### src/rtl/eth_rx_stream_pkg.sv
// Shared constants, FSM state type and the byte-wise CRC-32 step for the
// Ethernet receive stream.
package eth_rx_stream_pkg;

    localparam logic [7:0]  SFD         = 8'hD5;
    localparam int          FCS_BYTES   = 4;
    localparam int          DELAY_BYTES = FCS_BYTES + 1;
    localparam logic [31:0] CRC_POLY    = 32'hEDB88320;

    typedef enum logic [2:0] {
        ST_IDLE,
        ST_PREAMBLE,
        ST_DATA,
        ST_DROP,
        ST_DONE
    } rx_state_e;

    // Reflected CRC-32 update for one byte, LSB first
    function automatic logic [31:0] crc32_byte(input logic [31:0] crc, input logic [7:0] data);
        logic [31:0] c;
        c = crc ^ {24'h0, data};
        for (int unsigned i = 0; i < 8; i++) begin
            c = c[0] ? ((c >> 1) ^ CRC_POLY) : (c >> 1);
        end
        return c;
    endfunction

endpackage

### src/rtl/eth_crc_gen2.sv
// Byte-wise Ethernet CRC-32; Crc_Out_o is the final complemented value and
// reflects a byte the cycle after Crc_En_i.
module eth_crc_gen2 import eth_rx_stream_pkg::*; (
    input  logic        Clk,
    input  logic        Rst,
    input  logic        Init_i,
    input  logic        Crc_En_i,
    input  logic [7:0]  Data_i,
    output logic [31:0] Crc_Out_o
);

    logic [31:0] crc_q, crc_d;

    always_comb begin
        crc_d = crc_q;
        if (Init_i) begin
            crc_d = '1;
        end else if (Crc_En_i) begin
            crc_d = crc32_byte(crc_q, Data_i);
        end
    end

    always_ff @(posedge Clk) begin
        if (Rst) begin
            crc_q <= '1;
        end else begin
            crc_q <= crc_d;
        end
    end

    assign Crc_Out_o = ~crc_q;

endmodule

### src/rtl/eth_rx_stream.sv
// MII/RMII receiver: SFD hunt, byte assembly, FCS strip via a 5-byte delay
// line, CRC check and per-frame status.
module eth_rx_stream import eth_rx_stream_pkg::*; #(
    parameter int pMII_WIDTH = 2,
    parameter int pMIN_FRAME = 64,
    parameter int pMAX_FRAME = 1518
) (
    input  logic                  Clk,
    input  logic                  Rst,
    input  logic [pMII_WIDTH-1:0] Rxd,
    input  logic                  Rx_Dv,
    input  logic                  Rx_Er,
    output logic [7:0]            M_Data,
    output logic                  M_Valid,
    output logic                  M_Sof,
    output logic                  M_Last,
    output logic                  Frame_Done,
    output logic                  Crc_Valid,
    output logic                  Frame_Err,
    output logic [10:0]           Frame_Len,
    output logic                  Rx_Active
);

    generate
        if (!(pMII_WIDTH == 2 || pMII_WIDTH == 4)) begin : g_bad_width
            $error("eth_rx_stream: pMII_WIDTH must be 2 or 4");
        end
    endgenerate

    localparam logic [3:0]  BIT_STEP = 4'(pMII_WIDTH);
    localparam logic [3:0]  BIT_LAST = 4'(8 - pMII_WIDTH);
    localparam logic [10:0] MIN_LEN  = 11'(pMIN_FRAME);
    localparam logic [10:0] MAX_LEN  = 11'(pMAX_FRAME);
    localparam logic [10:0] SAT_LEN  = 11'(pMAX_FRAME + 1);
    localparam logic [2:0]  DL_FULL  = 3'(DELAY_BYTES);

    rx_state_e   state_q, state_d;
    logic [7:0]  win_q, win_d, byte_q, byte_d;
    logic [3:0]  bit_cnt_q, bit_cnt_d;
    logic        byte_done_q, byte_done_d;
    logic [10:0] byte_cnt_q, byte_cnt_d;
    logic [7:0]  dl_q [DELAY_BYTES];
    logic [7:0]  dl_d [DELAY_BYTES];
    logic [2:0]  dl_cnt_q, dl_cnt_d;
    logic        sof_pend_q, sof_pend_d, misalign_q, misalign_d;
    logic        rxer_q, rxer_d, done_ph_q, done_ph_d;
    logic [7:0]  m_data_q, m_data_d;
    logic        m_valid_q, m_valid_d, m_sof_q, m_sof_d, m_last_q, m_last_d;
    logic        frame_done_q, frame_done_d, crc_valid_q, crc_valid_d;
    logic        frame_err_q, frame_err_d;
    logic [10:0] frame_len_q, frame_len_d;

    logic        emit, crc_init;
    logic [31:0] crc_out;
    logic [7:0]  win_nxt, byte_nxt;
    logic        oversize, held_full, crc_match;

    assign win_nxt   = {Rxd, win_q[7:pMII_WIDTH]};
    assign byte_nxt  = {Rxd, byte_q[7:pMII_WIDTH]};
    assign oversize  = byte_cnt_q > MAX_LEN;
    assign held_full = dl_cnt_q == DL_FULL;
    assign crc_match = crc_out == {dl_q[0], dl_q[1], dl_q[2], dl_q[3]};

    eth_crc_gen2 u_crc (
        .Clk       (Clk),
        .Rst       (Rst),
        .Init_i    (crc_init),
        .Crc_En_i  (emit),
        .Data_i    (dl_q[DELAY_BYTES-1]),
        .Crc_Out_o (crc_out)
    );

    always_comb begin
        state_d      = state_q;
        win_d        = win_q;
        byte_d       = byte_q;
        bit_cnt_d    = bit_cnt_q;
        byte_done_d  = 1'b0;
        byte_cnt_d   = byte_cnt_q;
        dl_d         = dl_q;
        dl_cnt_d     = dl_cnt_q;
        sof_pend_d   = sof_pend_q;
        misalign_d   = misalign_q;
        rxer_d       = rxer_q;
        done_ph_d    = done_ph_q;
        m_data_d     = m_data_q;
        m_valid_d    = 1'b0;
        m_sof_d      = 1'b0;
        m_last_d     = 1'b0;
        frame_done_d = 1'b0;
        crc_valid_d  = 1'b0;
        frame_err_d  = 1'b0;
        frame_len_d  = frame_len_q;
        emit         = 1'b0;
        crc_init     = 1'b0;

        case (state_q)
            ST_IDLE: begin
                win_d = '0;
                if (Rx_Dv) state_d = ST_PREAMBLE;
            end
            ST_PREAMBLE: begin
                if (!Rx_Dv) begin
                    state_d = ST_IDLE;
                end else begin
                    win_d = win_nxt;
                    if (win_nxt == SFD) begin
                        state_d    = ST_DATA;
                        bit_cnt_d  = '0;
                        byte_cnt_d = '0;
                        dl_cnt_d   = '0;
                        sof_pend_d = 1'b1;
                        misalign_d = 1'b0;
                        rxer_d     = 1'b0;
                        crc_init   = 1'b1;
                    end
                end
            end
            ST_DATA, ST_DROP: begin
                if (Rx_Er) rxer_d = 1'b1;
                if (Rx_Dv) begin
                    byte_d = byte_nxt;
                    if (bit_cnt_q == BIT_LAST) begin
                        bit_cnt_d   = '0;
                        byte_done_d = 1'b1;
                        if (byte_cnt_q != SAT_LEN) byte_cnt_d = byte_cnt_q + 11'd1;
                    end else begin
                        bit_cnt_d = bit_cnt_q + BIT_STEP;
                    end
                end
                // A byte completed last cycle enters the delay line, pushing out the oldest once full
                if (state_q == ST_DATA && byte_done_q) begin
                    for (int unsigned i = 1; i < DELAY_BYTES; i++) dl_d[i] = dl_q[i-1];
                    dl_d[0] = byte_q;
                    if (held_full) emit = 1'b1;
                    else           dl_cnt_d = dl_cnt_q + 3'd1;
                end
                if (!Rx_Dv) begin
                    state_d    = ST_DONE;
                    misalign_d = bit_cnt_q != '0;
                    done_ph_d  = 1'b0;
                end else if (state_q == ST_DATA && oversize) begin
                    state_d = ST_DROP;
                end
            end
            ST_DONE: begin
                if (!done_ph_q) begin
                    done_ph_d = 1'b1;
                    if (held_full && !oversize) begin
                        emit     = 1'b1;
                        m_last_d = 1'b1;
                    end
                end else begin
                    state_d      = ST_IDLE;
                    frame_done_d = 1'b1;
                    crc_valid_d  = held_full && !oversize && crc_match;
                    frame_err_d  = (byte_cnt_q < MIN_LEN) || oversize || misalign_q ||
                                   rxer_q || !held_full;
                    frame_len_d  = byte_cnt_q;
                end
            end
            default: state_d = ST_IDLE;
        endcase

        if (emit) begin
            m_valid_d  = 1'b1;
            m_data_d   = dl_q[DELAY_BYTES-1];
            m_sof_d    = sof_pend_q;
            sof_pend_d = 1'b0;
        end
    end

    always_ff @(posedge Clk) begin
        if (Rst) begin
            state_q      <= ST_IDLE;
            win_q        <= '0;
            byte_q       <= '0;
            bit_cnt_q    <= '0;
            byte_done_q  <= 1'b0;
            byte_cnt_q   <= '0;
            for (int unsigned i = 0; i < DELAY_BYTES; i++) dl_q[i] <= '0;
            dl_cnt_q     <= '0;
            sof_pend_q   <= 1'b0;
            misalign_q   <= 1'b0;
            rxer_q       <= 1'b0;
            done_ph_q    <= 1'b0;
            m_data_q     <= '0;
            m_valid_q    <= 1'b0;
            m_sof_q      <= 1'b0;
            m_last_q     <= 1'b0;
            frame_done_q <= 1'b0;
            crc_valid_q  <= 1'b0;
            frame_err_q  <= 1'b0;
            frame_len_q  <= '0;
        end else begin
            state_q      <= state_d;
            win_q        <= win_d;
            byte_q       <= byte_d;
            bit_cnt_q    <= bit_cnt_d;
            byte_done_q  <= byte_done_d;
            byte_cnt_q   <= byte_cnt_d;
            dl_q         <= dl_d;
            dl_cnt_q     <= dl_cnt_d;
            sof_pend_q   <= sof_pend_d;
            misalign_q   <= misalign_d;
            rxer_q       <= rxer_d;
            done_ph_q    <= done_ph_d;
            m_data_q     <= m_data_d;
            m_valid_q    <= m_valid_d;
            m_sof_q      <= m_sof_d;
            m_last_q     <= m_last_d;
            frame_done_q <= frame_done_d;
            crc_valid_q  <= crc_valid_d;
            frame_err_q  <= frame_err_d;
            frame_len_q  <= frame_len_d;
        end
    end

    assign M_Data     = m_data_q;
    assign M_Valid    = m_valid_q;
    assign M_Sof      = m_sof_q;
    assign M_Last     = m_last_q;
    assign Frame_Done = frame_done_q;
    assign Crc_Valid  = crc_valid_q;
    assign Frame_Err  = frame_err_q;
    assign Frame_Len  = frame_len_q;
    assign Rx_Active  = state_q inside {ST_PREAMBLE, ST_DATA, ST_DROP};

endmodule
### config.mk
export PLATFORM = sky130hd
export DESIGN_NAME = eth_rx_stream
export DESIGN_NICKNAME = d
export VERILOG_FILES = /design/src/rtl/eth_rx_stream_pkg.sv /design/src/rtl/eth_crc_gen2.sv /design/src/rtl/eth_rx_stream.sv
export SDC_FILE = /design/constraint.sdc
export NUM_CORES = 1
export LEC_CHECK = 0
export CAP_MARGIN = 15
export CELL_PAD_IN_SITES_DETAIL_PLACEMENT = 1
export CELL_PAD_IN_SITES_GLOBAL_PLACEMENT = 1
export CORE_AREA = 2 2 135 137
export DETAILED_ROUTE_END_ITERATION = 10
export DIE_AREA = 0 0 137 139
export PLACE_DENSITY = 0.78
export SYNTH_ARGS = -nofsm -noshare
export SYNTH_HDL_FRONTEND = slang
export SYNTH_HIERARCHICAL = 1
export SYNTH_SLANG_ARGS = --single-unit
### constraint.sdc
create_clock -name Clk -period 2.6 [get_ports Clk]
set_clock_uncertainty 0.2 [all_clocks]
set_input_delay 0.26 -clock Clk [delete_from_list [all_inputs] [get_ports Clk]]
set_output_delay 0.26 -clock Clk [all_outputs]
set_load 0.01 [all_outputs]
==> impl_summary.log <==
INFO  metric drive_above_1_share = 12.5%
INFO  metric portion_of_netlist_area_occupied_by_mux_cells = 1.34%
INFO  metric grt_pass1_wl = 28500 µm
INFO  metric ioPinCount = 32
INFO  metric hold_slack = 82.9 ps
INFO  metric slew_headroom = 61.4%
INFO  metric global_route_track_usage_on_met2 = 33.4%
INFO  metric post_synth_cell_types = 66
INFO  metric dpl_worst_slack = 153 ps
INFO  metric yosys_warnings = 6
INFO  metric critPathKind = flop to flop
INFO  metric synth_enable_flop_cells = 0
INFO  metric floorplan.die_area = 0.0190 mm²
INFO  metric place.port_buffers = 31
INFO  metric worst-r2r-cell-count = 10
INFO  metric crit_path_end_kind = flop
INFO  metric post-synth-top-area-cell = sky130_fd_sc_hd__dfxtp_1
INFO  metric power.density = 587 mW/mm²
INFO  metric ys_top_cells_by_area = sky130_fd_sc_hd__dfxtp_1 41%, sky130_fd_sc_hd__xnor2_1 8.7%, sky130_fd_sc_hd__nand2_1 7.8%, sky130_fd_sc_hd__xnor3_1 5.0%, sky130_fd_sc_hd__a21oi_1 4.8%
INFO  metric avgViaCountPerCell = 5.08
INFO  metric hold-path-cell-count = 2
INFO  metric cts_max_level = 4
INFO  metric cts_tree = built
INFO  metric setup_repair_after_global_routing_missed_its_margin = no
INFO  metric detailroute.via_count = 5077
INFO  metric design.core.area = 0.0177 mm²
INFO  metric crit_chain = inv_1 > ha_1 > and4b_1 > o21ai_2 > a21o_1 > a21oi_1 > nor2_1 > inv_2 > buf_12 > o311ai_0
INFO  metric synth-compound-area-share = 13.7%
INFO  metric grt_start_max_net_pins = 41
INFO  metric detail_route.first_pass.iterations = 5
INFO  metric drc_errors = 0
INFO  metric grt.total_usage = 19.4%
INFO  metric min-delay-path-class = input pin to flop
INFO  metric grt_pass1_vias = 5286
INFO  metric synth_sequential_area_ratio = 40.5%
INFO  metric leakage = 3.33 nW
INFO  metric cp-start-kind = flop
INFO  metric global_route.usage.met3 = 3.62%
INFO  metric clock_path_buffers = 2
INFO  metric post_cts_resize_count = 0
INFO  metric rows = 49
INFO  metric cts_setup_buffers = 0
INFO  metric count_of_hold_buffers_inserted_by_post_cts_repair = 0
INFO  metric cts_num_sinks = 136
INFO  metric timing.critical_path.slowest_cell_delay = 430 ps
INFO  metric ys.flop_type = sky130_fd_sc_hd__dfxtp_1
INFO  metric synth-adder-area-share = 0.931%
INFO  metric syn2layout_area_growth = 18.3%
INFO  metric grt_use_met1 = 24.3%
INFO  metric async_flop_share = 0%
INFO  metric globalRoute.totalOverflow = 0
INFO  metric tritoncts.num_buffers = 17
INFO  metric crit_fanout = 36
INFO  metric synth.top_cell.area_share = 40.5%
INFO  metric critical_path_required = 2680 ps
INFO  metric largest_family_of_logic_cells_by_synthesized_area = XOR/XNOR gates
INFO  metric postLayoutSetupSlackWorst = 211 ps
INFO  metric die_x = 137 µm
INFO  metric vdd_drop_max = 0.000453 V
INFO  metric floorplan.initialDensity = 38.0%
INFO  metric cpMaxStageDelayCell = sky130_fd_sc_hd__o311ai_0
INFO  metric dp.final_hpwl = 12300 µm
INFO  metric initialDrtViolationCount = 225
INFO  metric synthesis.instances = 726
INFO  metric min_tclk_post_route = 2390 ps
INFO  metric yosys.area_share.xor_xnor = 20.7%
INFO  metric grt_antenna_before_repair = 0
INFO  metric worstSkewPairLatency = 420 ps
INFO  metric timing.critical_path.arrival = 2470 ps
INFO  metric finalWeightedCongestion = 0.807
INFO  metric overall_power = 0.00466 W
INFO  metric mappedNetlistNets = 737
INFO  metric drt.antenna.violating_nets = 0
INFO  metric setup_viol = 0
INFO  metric cp.buffers_inverters = 3
INFO  metric outcome = finished, final reports clean
INFO  metric most_crowded_layer_gr = met2
INFO  metric totalWireLength = 17300 µm
INFO  metric synth.ff_latch_count = 136
INFO  metric diodes = 0
INFO  metric post-route-util = 45.0%
INFO  metric wl_per_cell = 17.3 µm
INFO  metric final.period_utilization = 91.9%
INFO  metric cap_violations = 0
INFO  metric synth.avg_cell_area = 9.25 µm²
INFO  metric tightest_slew = 576 ps
INFO  metric timing.critical_path.depth = 10
INFO  metric timing_max_transition_violations_final = 0
INFO  metric synth-simple-area-share = 17.7%
INFO  metric finish.net_count = 769
INFO  metric mapped_area = 0.00672 mm²
INFO  metric critical_path.top_delay_family = compound AO/OA/AOI/OAI gates
INFO  metric final.setup.tns = 0 ps
INFO  metric clkSlewWorstSetupHoldPaths = 60 ps
INFO  metric cts.root.buffer_cell = sky130_fd_sc_hd__clkbuf_16
INFO  metric max_freq = 0.419 GHz
INFO  metric final_hold_viol_count = 0
INFO  metric vert_die_dim = 139 µm
==> cell usage in the layout (no fill, tap or decap), types with 4 or more instances in the layout <==
cell type / instances
sky130_fd_sc_hd__and3_1: 6
sky130_fd_sc_hd__xor2_1: 7
sky130_fd_sc_hd__o21ai_0: 5
sky130_fd_sc_hd__nor3_1: 4
sky130_fd_sc_hd__xnor2_1: 67
sky130_fd_sc_hd__clkinv_4: 4
sky130_fd_sc_hd__mux2i_1: 9
sky130_fd_sc_hd__a21oi_1: 65
sky130_fd_sc_hd__nor2_1: 43
sky130_fd_sc_hd__o21ai_1: 4
sky130_fd_sc_hd__clkdlybuf4s50_1: 30
sky130_fd_sc_hd__nand2_1: 140
sky130_fd_sc_hd__nand4_1: 11
sky130_fd_sc_hd__or3_1: 4
sky130_fd_sc_hd__buf_4: 17
sky130_fd_sc_hd__dfxtp_1: 135
sky130_fd_sc_hd__clkbuf_16: 17
sky130_fd_sc_hd__a22oi_1: 6
sky130_fd_sc_hd__ha_1: 5
sky130_fd_sc_hd__xnor2_4: 7
sky130_fd_sc_hd__nand3_1: 10
sky130_fd_sc_hd__xnor2_2: 5
sky130_fd_sc_hd__xnor3_1: 15
sky130_fd_sc_hd__o2bb2ai_1: 8
sky130_fd_sc_hd__inv_1: 45
sky130_fd_sc_hd__o211ai_1: 25
==> worst paths after layout <==
| check | start | end | slack, ps |
|---|---|---|---|
| worst max-delay path | byte_cnt_q[0] | u_crc/crc_q[6] | 210 |
| worst min-delay path | Rst | state_q[2] | 80 |
| worst max register to register | byte_cnt_q[0] | u_crc/crc_q[6] | 210 |
| worst min register to register | M_Data[6] | M_Data[6] | 240 |
==> where the power goes <==
group	leakage, nW	switching, W	internal, W
combinational	1.93	0.0000534	0.0000219
clock	0.295	0.000981	0.00152
sequential	1.10	0.00000250	0.00209
==> Yosys cell counts, types with 2 or more instances <==
master / number
sky130_fd_sc_hd__a211o_1: 2
sky130_fd_sc_hd__a21oi_1: 65
sky130_fd_sc_hd__a22oi_1: 6
sky130_fd_sc_hd__a31oi_1: 3
sky130_fd_sc_hd__and2_1: 3
sky130_fd_sc_hd__and3_1: 6
sky130_fd_sc_hd__and4_1: 3
sky130_fd_sc_hd__buf_1: 4
sky130_fd_sc_hd__buf_2: 3
sky130_fd_sc_hd__buf_6: 2
sky130_fd_sc_hd__clkbuf_1: 27
sky130_fd_sc_hd__dfxtp_1: 136
sky130_fd_sc_hd__ha_1: 5
sky130_fd_sc_hd__inv_1: 45
sky130_fd_sc_hd__inv_2: 3
sky130_fd_sc_hd__mux2i_1: 9
sky130_fd_sc_hd__nand2_1: 140
sky130_fd_sc_hd__nand2b_1: 2
sky130_fd_sc_hd__nand3_1: 10
sky130_fd_sc_hd__nand3b_1: 2
sky130_fd_sc_hd__nand4_1: 11
sky130_fd_sc_hd__nor2_1: 44
sky130_fd_sc_hd__nor3_1: 4
sky130_fd_sc_hd__nor4_1: 2
sky130_fd_sc_hd__o211ai_1: 25
sky130_fd_sc_hd__o211ai_2: 3
sky130_fd_sc_hd__o21ai_0: 5
sky130_fd_sc_hd__o21ai_1: 5
sky130_fd_sc_hd__o2bb2ai_1: 8
sky130_fd_sc_hd__o311ai_0: 2
sky130_fd_sc_hd__or2_2: 3
sky130_fd_sc_hd__or3_1: 4
sky130_fd_sc_hd__or4_1: 2
sky130_fd_sc_hd__xnor2_1: 67
sky130_fd_sc_hd__xnor2_2: 5
sky130_fd_sc_hd__xnor2_4: 7
sky130_fd_sc_hd__xnor3_1: 15
sky130_fd_sc_hd__xnor3_2: 3
sky130_fd_sc_hd__xor2_1: 7
sky130_fd_sc_hd__xor2_2: 2
==> registers in the layout (all words and copies together) (netlist names), 6 cells and up <==
name and count:
Frame_Len 11, byte_cnt_q 11, M_Data 8, dl_q 40, u_crc/crc_q 32, byte_q 8
win_q 6
==> metal layers <==
layer	wire, µm	share of wire, %
met5	0	0
met4	289	1.7
met3	407	2.3
met2	8980	52
met1	7670	44
==> cell type report <==
cell class,count,area (µm²)
multi-input cells,505,3680
clock buffers,18,429
inverters,48,180
clock inverters,14,174
fillers,2022,9710
flip-flops and latches,136,2720
repair buffers,50,473
well taps,229,287
==> worst reg2reg max path, delay by kind of cell, from the launching register on <==
kind / cells / cell delay (ps)
and+or+nand+nor: 2 / 410
DFF: 1 / 310
adders and majority gates: 1 / 140
AOI/OAI and AO/OA: 4 / 870
buffers and inverters: 3 / 310
==> logic make-up after synthesis <==
logic type	after synthesis
simple gates	249
flops	136
compound gates	135
xor+xnor	107
buf+inv	85
mux	9
fa+ha+maj	5
==> per-stage QoR <==
step,instance area [µm²],cells
final,7950,1000
after global routing,7950,1000
after CTS,7930,1000
after detailed placement,7320,968
after global placement,7320,968
after floorplan,6720,726
(Power assumes the default switching activity.)
